--- src/rtl/systolic_pkg.sv ---
// Shared types and default sizes for the systolic array feeder.
package systolic_pkg;

   typedef enum logic [2:0] {
      IDLE,
      LOAD,
      STREAM,
      DRAIN,
      DONE
   } feeder_state_t;

   localparam int N_DEF     = 3;
   localparam int DEPTH_DEF = 8;
   localparam int DW_DEF    = 16;
   localparam int CNT_W     = 8;

endpackage

--- src/rtl/feeder_skew_gen.sv ---
// Diagonal read-enable mask: lane i is active for t in [i, i+K).
module feeder_skew_gen
   import systolic_pkg::*;
#(
   parameter int N  = N_DEF,
   parameter int TW = CNT_W,
   parameter int KW = 4
) (
   input  logic [TW-1:0] t,
   input  logic [KW-1:0] k,
   output logic [N-1:0]  mask
);

   for (genvar i = 0; i < N; i++) begin : g_lane
      assign mask[i] = (int'(t) >= i) && (int'(t) < i + int'(k));
   end

endmodule

--- src/rtl/systolic_array_feeder.sv ---
// Write/skew controller feeding row and column FIFOs of an NxN systolic array.
// Optional busy-cycle counter enabled by FEEDER_PERF_CNT_EN.
module systolic_array_feeder
   import systolic_pkg::*;
#(
   parameter int N          = N_DEF,
   parameter int DEPTH      = DEPTH_DEF,
   parameter int DATA_WIDTH = DW_DEF,
   parameter int DRAIN_CYC  = 4,
   localparam int KW        = $clog2(DEPTH) + 1
) (
   input  logic                    clk,
   input  logic                    rst,
   input  logic                    start,
   input  logic [KW-1:0]           k_len,
   input  logic                    a_valid,
   output logic                    a_ready,
   input  logic [DATA_WIDTH-1:0]   a_data,
   input  logic                    b_valid,
   output logic                    b_ready,
   input  logic [DATA_WIDTH-1:0]   b_data,
   output logic [N-1:0]            row_w_en,
   output logic [N*DATA_WIDTH-1:0] row_wdata,
   output logic [N-1:0]            col_w_en,
   output logic [N*DATA_WIDTH-1:0] col_wdata,
   output logic [N-1:0]            row_r_en,
   output logic [N-1:0]            col_r_en,
   output logic                    busy,
   output logic                    done,
`ifdef FEEDER_PERF_CNT_EN
   output logic [31:0]             cycle_cnt,
`endif
   output logic                    err
);

   localparam int RW = $clog2(N + 1);
   localparam int TW = CNT_W;

   feeder_state_t state, next_state;

   logic [KW-1:0] k_q;
   logic [RW-1:0] a_row, b_row;
   logic [KW-1:0] a_k, b_k;
   logic          a_done, b_done;
   logic [TW-1:0] cnt;
   logic [N-1:0]  mask;
   logic          k_ok, accept, a_fire, b_fire;

   assign k_ok    = (k_len != '0) && (k_len <= KW'(DEPTH));
   assign accept  = (state == IDLE) && start && k_ok;
   assign a_ready = (state == LOAD) && !a_done;
   assign b_ready = (state == LOAD) && !b_done;
   assign a_fire  = a_valid && a_ready;
   assign b_fire  = b_valid && b_ready;

   always_ff @(posedge clk) begin
      if (rst) state <= IDLE;
      else     state <= next_state;
   end

   always_comb begin
      next_state = state;
      unique case (state)
         IDLE:   if (accept) next_state = LOAD;
         LOAD:   if (a_done && b_done) next_state = STREAM;
         STREAM: if (cnt == TW'(k_q) + TW'(N - 2)) next_state = DRAIN;
         DRAIN:  if (cnt == TW'(DRAIN_CYC + N - 2)) next_state = DONE;
         DONE:   next_state = IDLE;
         default: next_state = IDLE;
      endcase
   end

   // (row,k) counters walk the row-major A / column-major B beat order
   always_ff @(posedge clk) begin
      if (rst) begin
         k_q    <= '0;
         a_row  <= '0;
         a_k    <= '0;
         a_done <= 1'b0;
         b_row  <= '0;
         b_k    <= '0;
         b_done <= 1'b0;
         cnt    <= '0;
         err    <= 1'b0;
      end else begin
         err <= (state == IDLE) && start && !k_ok;
         cnt <= (state != next_state) ? '0 : cnt + 1'b1;
         if (accept) begin
            k_q    <= k_len;
            a_row  <= '0;
            a_k    <= '0;
            a_done <= 1'b0;
            b_row  <= '0;
            b_k    <= '0;
            b_done <= 1'b0;
         end
         if (a_fire) begin
            if (a_k == k_q - 1'b1) begin
               a_k <= '0;
               if (a_row == RW'(N - 1)) a_done <= 1'b1;
               else                     a_row  <= a_row + 1'b1;
            end else begin
               a_k <= a_k + 1'b1;
            end
         end
         if (b_fire) begin
            if (b_k == k_q - 1'b1) begin
               b_k <= '0;
               if (b_row == RW'(N - 1)) b_done <= 1'b1;
               else                     b_row  <= b_row + 1'b1;
            end else begin
               b_k <= b_k + 1'b1;
            end
         end
      end
   end

   feeder_skew_gen #(
      .N  (N),
      .TW (TW),
      .KW (KW)
   ) u_skew (
      .t    (cnt),
      .k    (k_q),
      .mask (mask)
   );

   always_comb begin
      row_w_en  = '0;
      row_wdata = '0;
      col_w_en  = '0;
      col_wdata = '0;
      busy      = (state != IDLE);
      done      = (state == DONE);
      row_r_en  = (state == STREAM) ? mask : '0;
      col_r_en  = (state == STREAM) ? mask : '0;
      if (a_fire) begin
         row_w_en[a_row] = 1'b1;
         row_wdata[a_row*DATA_WIDTH +: DATA_WIDTH] = a_data;
      end
      if (b_fire) begin
         col_w_en[b_row] = 1'b1;
         col_wdata[b_row*DATA_WIDTH +: DATA_WIDTH] = b_data;
      end
   end

`ifdef FEEDER_PERF_CNT_EN
   always_ff @(posedge clk) begin
      if (rst)                           cycle_cnt <= '0;
      else if (accept)                   cycle_cnt <= '0;
      else if (busy && cycle_cnt != '1)  cycle_cnt <= cycle_cnt + 1'b1;
   end
`endif

endmodule
--- config.mk ---
export PLATFORM = sky130hd
export DESIGN_NAME = systolic_array_feeder
export DESIGN_NICKNAME = d
export VERILOG_FILES = /design/src/rtl/systolic_pkg.sv /design/src/rtl/feeder_skew_gen.sv /design/src/rtl/systolic_array_feeder.sv
export SDC_FILE = /design/constraint.sdc
export NUM_CORES = 1
export LEC_CHECK = 0
export ABC_AREA = 1
export ABC_CLOCK_PERIOD_IN_PS = 3400
export CAP_MARGIN = 20
export CORE_UTILIZATION = 34
export CTS_BUF_LIST = sky130_fd_sc_hd__clkbuf_8
export DETAILED_ROUTE_END_ITERATION = 7
export PLACE_DENSITY = 0.8
export SLEW_MARGIN = 20
export SYNTH_ARGS = -nofsm -noshare
export SYNTH_HDL_FRONTEND = slang
export SYNTH_SLANG_ARGS = --single-unit
export TNS_END_PERCENT = 20
--- constraint.sdc ---
create_clock -name clk -period 3.4 [get_ports clk]
set_input_delay 0.68 -clock clk [delete_from_list [all_inputs] [get_ports clk]]
set_output_delay 0.68 -clock clk [all_outputs]
set_load 0.02 [all_outputs]
==> metrics.md <==
| Metric | Value |
|---|---|
| Status | complete, no violations |
| Worst Hold Class | register to register |
| Syn avg cell area | 6.81 sq um |
| Vias in the first global route | 3404 |
| Nets | 709 |
| Synth Warn # | 0 |
| H-Tree Depth | 2 |
| Pwr Density | 201 mW/mm^2 |
| Row cnt | 35 |
| Clk buf depth | 2 |
| Initial antenna violation count | 0 |
| Final Setup Violations | 0 |
| Filler-free cell count of the finished design | 764 |
| Gr ovfl total | 0 |
| Clock Tree Root | clkbuf_8 |
| Core footprint | 0.00937 sq mm |
| Asr flop ratio synth | 0% |
| Antenna cell count | 0 |
| Post-synth top area share | 18.1% |
| Distinct cells, synth | 33 |
| Post-Place Cells | 756 |
| Worst VDD drop | 0.175 mV |
| Worst Skew | 0.00325 ns |
| Via count | 3740 |
| CTS buffer count | 5 |
| Iteration-0 DRC Markers | 169 |
| CTS tree | built |
| Critical path launch point type | input pin |
| Clock sink count | 30 |
| Largest cells by area after synthesis | dfxtp_1 18%, ha_1 13%, nor3_2 11% |
| Type of the worst setup path | input pin to output pin |
| Worst EP arrival | 2.58 ns |
| Area Overhead vs Synth | 51.9% |
| Design Power | 1.01 mW |
| I/O Buffers | 153 |
| Hold slack | 0.490 ns |
| Worst slew margin | 72.2% |
| DIE AREA | 0.0102 sq mm |
| CP Data Required Time | 2.72 ns |
| Pin count of the biggest net entering global routing | 25 |
| Commonest cells in the netlist | 75 x nand2_1, 69 x inv_1, 69 x nor2_1, 42 x nor3_1, 36 x nor3_2 |
| Post-layout util | 53.8% |
| Fin crit share | 95.9% |
| Leak | 1.98 nW |
| CP Capture Type | output pin |
| TNS Setup | 0 ns |
| Hpwl dp | 8120 um |
| Count of final hold-check violations | 0 |
| First-pass GRT wire length | 16100 um |
| GRT Util Overall | 19.5% |
| Final antenna-violating net count | 0 |
| Mapped cell area | 0.00332 sq mm |
| Via density | 4.90 |
| Post-Synthesis Cells | 488 |
| DRC | 0 |
| Final Critical Period | 3.26 ns |
| TritonRoute pass-1 iters | 4 |
| Top-count cell post-synth | nand2_1 |
| Post-synth top area cell | dfxtp_1 |
| Clk pin slew, worst setup/hold paths | 0.07 ns |
| Die Width | 101 um |
| Drt total wl | 10200 um |
| Routed len/inst | 13.3 um |
| Final Max Tran Viols | 0 |
| Share of layout cells above drive strength 1 | 12.0% |
| Number of flops mapped to enable cells by yosys | 0 |
| GP Congestion | 0.867 |
| Most used DFF post-synth | dfxtp_1 |
| Fmax | 307 MHz |
| Max-Cap Viols | 0 |
| Die height | 101 um |
| Register area share after synthesis | 18.1% |
| CP max FO | 16 |
| Worst Max-Slew Pin Slew | 0.415 ns |
| Post-Syn Nets | 563 |
| Seq cells post-synth | 30 |
| Clk_lat worst skew | 0.29 ns |
| IO Count | 154 |
| Initial Utilization | 35.4% |
-- stage by stage --
step	setup slack, ns	cell area, sq um
4_1_cts	0.0420	5030
2_1_floorplan	0.726	3320
5_1_grt	-0.00510	5040
3_3_place_gp	0.171	4930
3_5_place_dp	0.121	4930
6_report	0.139	5040
-- cell usage in the layout (no fill, tap or decap) --
cell and n:
nand3b_1 4, nor3_1 41, nand2_1 74, nand3_4 3, nand2_2 1, nor2_2 2, xnor2_1 3, nor3_2 37
o21ai_2 1, inv_2 2, a211oi_1 1, or2_2 1, o211ai_1 3, dfxtp_2 1, a21oi_1 20, dlymetal6s2s_1 3
nor2_4 6, nor2_1 69, o21ai_0 6, ha_1 34, nor3b_1 8, nand2_4 4, inv_6 1, nand4_1 7
clkdlybuf4s50_1 150, inv_1 69, dfxtp_1 29, nand4_4 2, clkinv_2 1, buf_4 7, clkbuf_8 6, nand3_1 30
clkinvlp_4 1, xor2_1 8
-- flip-flops by register name, indices dropped and copies added (netlist names) --
name    flops
b_k         4
state       3
k_q         4
a_row       2
err         1
a_done      1
cnt         8
a_k         4
b_done      1
b_row       2
-- timing repair --
| item | CTS | global route |
|---|---|---|
| buffers inserted | 0 | 0 |
| hold buffers | 0 | 0 |
| endpoints found under the hold margin | 0 | 0 |
| setup endpoints to repair | 13 | 13 |
| gates resized for setup | 1 | 6 |
-- worst paths after layout --
| path | startpoint | depth (start not counted) | end | slack (ns) |
|---|---|---|---|---|
| setup / recovery | b_valid | 6 | col_wdata[6] | 0.14 |
| hold / removal | cnt[0] | 1 | cnt[0] | 0.49 |
| setup reg to reg | k_q[1] | 11 | cnt[3] | 1.21 |
| hold reg to reg | cnt[0] | 1 | cnt[0] | 0.49 |
-- critical path: stages --
cell	delay [ns]
clkdlybuf4s50_1	0.51
nand2_4	0.11
nor2_4	0.13
nand2_2	0.25
nor3b_1	0.26
clkdlybuf4s50_1	0.63
-- logic make-up (layout without fill, tap and decap cells) --
logic type                 count (synthesis)  in the layout  share of synthesized area [%]
and+or+nand+nor                          289            289                           48.7
buffers and inverters                     93            240                           12.5
xor gates and xnor gates                  11             11                           2.90
AOI/OAI and AO/OA                         31             31                           5.08
DFF                                       30             30                           18.1
adders and majority gates                 34             34                           12.8
-- layer usage --
layer | part of all wire (%) | wire (um) | up-vias | global-route usage [%]
li1 | - | - | 1864 | -
met1 | 41 | 4210 | 1732 | 23.7
met2 | 51 | 5140 | 136 | 35.9
met3 | 7.2 | 733 | 8 | 3.54
met4 | 0.73 | 74 | 0 | 3.46
met5 | 0 | 0 | - | 0
-- power breakdown --
part | switching [mW] | internal, mW | total, mW
Combinational | 0.183 | 0.140 | 0.323
Sequential | 0.0172 | 0.362 | 0.379
Clock | 0.150 | 0.163 | 0.312
Total | 0.350 | 0.665 | 1.01
-- cell type report --
| class | instances | area, sq um |
|---|---|---|
| clock buffer | 6 | 82.6 |
| tap | 129 | 161 |
| inverter | 72 | 275 |
| multi-input combinational | 365 | 2320 |
| clock inverter | 2 | 12.5 |
| timing repair buffer | 160 | 1590 |
| sequential | 30 | 602 |
| fill | 892 | 4330 |
No activity file was read; power rests on OpenSTA's default activity.
